## src/rtl/multicycle_control.sv

```systemverilog
// multicycle_control: Moore FSM driving the relPrime multicycle datapath strobes
module multicycle_control #(
  parameter int OPW = 4,
  parameter int SW  = 5
) (
  input  logic           CLK,
  input  logic           RST_N,
  input  logic [OPW-1:0] Opcode,
  input  logic           Zero,
  output logic           PCWrite,
  output logic           PCWriteCond,
  output logic           BranchNE,
  output logic           IorD,
  output logic           MemRead,
  output logic           MemWrite,
  output logic           IRWrite,
  output logic           RegWrite,
  output logic           ALUSrcA,
  output logic [1:0]     MemtoReg,
  output logic [1:0]     RegDst,
  output logic [1:0]     ALUSrcB,
  output logic [2:0]     ALUOp,
  output logic [1:0]     PCSource,
  output logic [SW-1:0]  current_state,
  output logic [SW-1:0]  next_state,
  output logic           Halted
);
  typedef enum logic [SW-1:0] {
    FETCH = 0, DECODE = 1, MEM_ADDR = 2, MEM_READ = 3, MEM_WB = 4, MEM_WRITE = 5,
    R_EXEC = 6, R_WB = 7, BRANCH = 8, JUMP = 9, I_EXEC = 10, I_WB = 11,
    JAL = 12, JR = 13, HALT = 14
  } state_t;
  localparam logic [OPW-1:0] OP_R = 0, OP_ADDI = 1, OP_LW = 2, OP_SW = 3, OP_BEQ = 4,
    OP_BNE = 5, OP_J = 6, OP_JAL = 7, OP_JR = 8, OP_ORI = 9, OP_HALT = 15;
  state_t state, nxt;
  logic unused_zero;
  assign unused_zero = Zero;
  assign current_state = state;
  assign next_state = nxt;
  always_ff @(posedge CLK)
    state <= nxt;
  always_comb begin
    nxt = FETCH;
    if (RST_N)
      case (state)
        FETCH: nxt = DECODE;
        DECODE:
          case (Opcode)
            OP_LW, OP_SW:    nxt = MEM_ADDR;
            OP_R:            nxt = R_EXEC;
            OP_BEQ, OP_BNE:  nxt = BRANCH;
            OP_J:            nxt = JUMP;
            OP_ADDI, OP_ORI: nxt = I_EXEC;
            OP_JAL:          nxt = JAL;
            OP_JR:           nxt = JR;
            OP_HALT:         nxt = HALT;
            default:         nxt = FETCH;
          endcase
        MEM_ADDR: nxt = Opcode == OP_LW ? MEM_READ : MEM_WRITE;
        MEM_READ: nxt = MEM_WB;
        R_EXEC:   nxt = R_WB;
        I_EXEC:   nxt = I_WB;
        HALT:     nxt = HALT;
        default:  nxt = FETCH;
      endcase
  end
  always_comb begin
    PCWrite = 1'b0;
    PCWriteCond = 1'b0;
    IorD = 1'b0;
    MemRead = 1'b0;
    MemWrite = 1'b0;
    IRWrite = 1'b0;
    RegWrite = 1'b0;
    ALUSrcA = 1'b0;
    MemtoReg = 2'd0;
    RegDst = 2'd0;
    ALUSrcB = 2'd0;
    ALUOp = 3'b000;
    PCSource = 2'd0;
    Halted = 1'b0;
    case (state)
      FETCH: begin
        MemRead = 1'b1;
        IRWrite = 1'b1;
        PCWrite = 1'b1;
        ALUSrcB = 2'd1;
      end
      DECODE: ALUSrcB = 2'd3;
      MEM_ADDR: begin
        ALUSrcA = 1'b1;
        ALUSrcB = 2'd2;
      end
      MEM_READ: begin
        MemRead = 1'b1;
        IorD = 1'b1;
      end
      MEM_WB: begin
        RegWrite = 1'b1;
        MemtoReg = 2'd1;
      end
      MEM_WRITE: begin
        MemWrite = 1'b1;
        IorD = 1'b1;
      end
      R_EXEC: begin
        ALUSrcA = 1'b1;
        ALUOp = 3'b010;
      end
      R_WB: begin
        RegWrite = 1'b1;
        RegDst = 2'd1;
      end
      BRANCH: begin
        ALUSrcA = 1'b1;
        ALUOp = 3'b001;
        PCWriteCond = 1'b1;
        PCSource = 2'd1;
      end
      JUMP: begin
        PCWrite = 1'b1;
        PCSource = 2'd2;
      end
      I_EXEC: begin
        ALUSrcA = 1'b1;
        ALUSrcB = 2'd2;
        ALUOp = Opcode == OP_ORI ? 3'b011 : 3'b000;
      end
      I_WB: RegWrite = 1'b1;
      JAL: begin
        RegWrite = 1'b1;
        RegDst = 2'd2;
        MemtoReg = 2'd2;
        PCWrite = 1'b1;
        PCSource = 2'd2;
      end
      JR: begin
        PCWrite = 1'b1;
        PCSource = 2'd3;
      end
      HALT: Halted = 1'b1;
      default: ;
    endcase
  end
  // IR is held outside FETCH, so Opcode is stable while BRANCH is active
  assign BranchNE = state == BRANCH && Opcode == OP_BNE;
endmodule

```

## config.mk

```make
export PLATFORM = sky130hd
export DESIGN_NAME = multicycle_control
export DESIGN_NICKNAME = d
export VERILOG_FILES = /design/src/rtl/multicycle_control.sv
export SDC_FILE = /design/constraint.sdc
export NUM_CORES = 1
export LEC_CHECK = 0
export ABC_AREA = 1
export BUFFER_PORTS_ARGS = -buffer_cell sky130_fd_sc_hd__clkbuf_2
export CAP_MARGIN = 20
export CORE_MARGIN = 1.5
export CORE_UTILIZATION = 40
export CTS_CLUSTER_SIZE = 14
export DETAILED_ROUTE_END_ITERATION = 16
export HOLD_SLACK_MARGIN = 0.03
export PLACE_DENSITY_LB_ADDON = 0.2
export SYNTH_ARGS = -nofsm -noshare
export SYNTH_HDL_FRONTEND = slang
export SYNTH_SLANG_ARGS = --single-unit
```

## constraint.sdc

```tcl
create_clock -name CLK -period 1.2 [get_ports CLK]
set_clock_uncertainty 0.05 [all_clocks]
set_input_delay 0.12 -clock CLK [delete_from_list [all_inputs] [get_ports CLK]]
set_output_delay 0.12 -clock CLK [all_outputs]
set_load 0.005 [all_outputs]
```

==> impl_results.md <==
* Largest net degree at the start of global routing at 8
* Global route overflow at 0
* Crit-path max cell delay at 0.38 ns
* Power per cell area at 2590 nW/µm²
* Initial antenna violation count at 0
* Die footprint at between 1500 and 2000 µm²
* XOR/XNOR share of the synthesized area at 0
* Class of the tightest hold or removal check: primary input to flip-flop
* Layout net count at 170
* Register area at 95.1 µm²
* Fin crit share at 1.33
* Most frequent cells in the layout: 23 x buf_6, 20 x nand2_1, 16 x clkbuf_2, 12 x buf_4, 11 x buf_2
* CORE AREA at 1320 µm²
* DP Worst Slack at -0.141 ns
* WP data required at 1.03 ns
* Mux share of post-synthesis cell area at 0
* Synth unique cells at 22
* WP data arrival at approximately 1.4 ns
* Final hold violations at 0
* Root buffer cell: clkbuf_4
* Area share of fa/ha/maj cells after synthesis at 0
* Drt first pass iters at 4
* Max reg flops at 4
* Initial Util at 0.431
* Fill cells at a little over 50
* Worst-path fanout max at 5
* Share of layout cells above drive strength 1 at 0.739
* CP cell instances: inv_4, nor2_4, nand2_2, nand2_1, inv_1, a21oi_2, buf_2
* Vias in the first global route at 668
* H-tree Lvls at 1
* Later-pin clock latency in the skew report at 0.24 ns
* Clock buffer depth at 2
* DRT iter0 DRCs at 24
* Peak supply drop at 0.00141 V
* Outcome: finished, violations left
* Final Slew Violations at 0
* Routed Antenna Nets at 0
* Synth warn at 0
* Fin crit period at 1.60 ns
* Synth Area in Compound Gates at 0.101
* WL/cell at 15.4 µm
* Seq cells post-synth at 4
* Port Buffer Count at 33
* Row count at 13
* Commonest non-fill, non-tap cell in the layout: buf_6
* Width of the chip at 40.7 µm
* RSZ-0062 raised after global routing: true
* Worst setup SP type: flip-flop
* WP buf/inv at 3
* First-pass GRT wire length at 2.63 mm
* Final setup viols at 25
* Post-synthesis simple-gate area fraction at 0.570
* Leakage power at 0.666 nW
* Final core occ at 0.921
* Failing checks: setup timing
* Final setup margin at -0.396 ns
* Crit path capture type: output pin
* Worst setup path category: flip-flop to output pin
* Clock transition at the registers of the reported paths at 0.04 ns
* Area Growth Syn to Fin at 114%
* CTS Hold Bufs at 0
* Num CTS Buffers at 3
* Cells after Synth at 98
* Clock Sink Count at 4
* # IOs at 38
* TritonCTS clock tree: yes
* Via Count at 932
* N_diodes at 0
* Post-DP HPWL at 1.33 mm
* Flop-to-flop setup slack at 0 ns
* Routed wire length at 2.72 mm
* Top cell family by delay on the critical path: flip-flops
* Slowest-stage cell, CP: dfxtp_4
* Tot GR Track Use at 0.235
* Via-per-instance ratio at 5.30
* Largest family of logic cells by synthesized area: simple AND/OR/NAND/NOR gates
* Die Y at 40.7 µm
* FMAX at ~630 MHz
* Max-cap violations at 0
* Mapped cell area at 568 µm²
* Placer congestion estimate at 0.767
* Area of the multi-input gates at 508 µm²
* Mapped Avg Cell Area at a little under 6 µm²
* Register area share after synthesis at 0.141
* Drt drc at 0
-- cell usage after synthesis --
cell      count  area, µm²
nor2_4        2       22.5
nand3b_1      2       15.0
nand2_1      25       93.8
o21ai_1       4       20.0
a21oi_2       2       17.5
nand2_4       2       22.5
dfxtp_1       4       80.1
nand3_1       8       40.0
nor3_1        1       5.00
nand2_2       5       31.3
nor2_1        8       30.0
a21oi_1       1       5.00
nor2_2        5       31.3
conb_1        1       3.75
buf_4         4       30.0
inv_2         5       18.8
clkinv_4      1       8.76
clkinv_1      1       3.75
o21ai_0       3       15.0
nand3_2       2       20.0
inv_1        11       41.3
nor4_2        1       12.5
-- cells by family (layout without fill, tap and decap cells) --
logic type             count (synthesis)  in the layout
AOI/OAI and AO/OA                     10             10
and+or+nand+nor                       61             61
DFF                                    4              4
buffers and inverters                 22             83
other                                  1              3
-- final cells by class --
type	instances	area share
Tap cell	15	0.0155
Clock buffer	3	0.0186
Sequential cell	4	0.0784
Multi-Input combinational cell	74	0.419
Inverter	18	0.0701
Timing Repair Buffer	62	0.399
-- tightest hold or removal path: cells and delay by family --
kind / cells / cell delay, ns
buffers and inverters: 2 / 0.15
and+or+nand+nor: 1 / 0.05
-- worst paths after layout --
| check | startpoint | cells after the start | to |
|---|---|---|---|
| max | current_state[1] | 7 | next_state[0] |
| min | RST_N | 3 | current_state[2] |
| max reg2reg | current_state[1] | 9 | current_state[2] |
| min reg2reg | current_state[3] | 3 | current_state[3] |
-- power by group --
part	leakage, nW	switching [W]	internal (W)
registers	0.0356	0.000131	0.000217
logic	0.616	0.00130	0.00133
clock network	0.0138	0.0000650	0.000113
-- stage by stage --
step / cell area [µm²] / instances / TNS, ns / hold slack (ns) / power [W]
after CTS: 983 / 165 / -4.17 / 0.0827 / 0.00229
after global routing: 1210 / 176 / -7.22 / 0.0860 / 0.00335
after detailed placement: 842 / 159 / -0.962 / 0.299 / 0.00180
after global placement: 842 / 159 / -0.560 / 0.291 / 0.00176
after floorplan: 576 / 100 / 0 / 0.205 / 0.00105
final: 1210 / 176 / -5.81 / 0.0611 / 0.00315
-- timing repair --
item                                    4_1_cts  5_1_grt
resized for setup                            33       56
endpoints found under the setup margin       24       26
buffers inserted                              3       14
pin swaps                                    10       13
-- per-layer routing --
metal  wire length [µm]  share of wire  vias to the layer above  global-route usage
met1                950           0.35                      430               0.256
met3                189          0.070                       14              0.0543
met5                  0              0                        -                   0
met2               1470           0.54                       60               0.429
li1                   -              -                      428                   -
met4                103          0.038                        0               0.100
(Power assumes the default switching activity.)
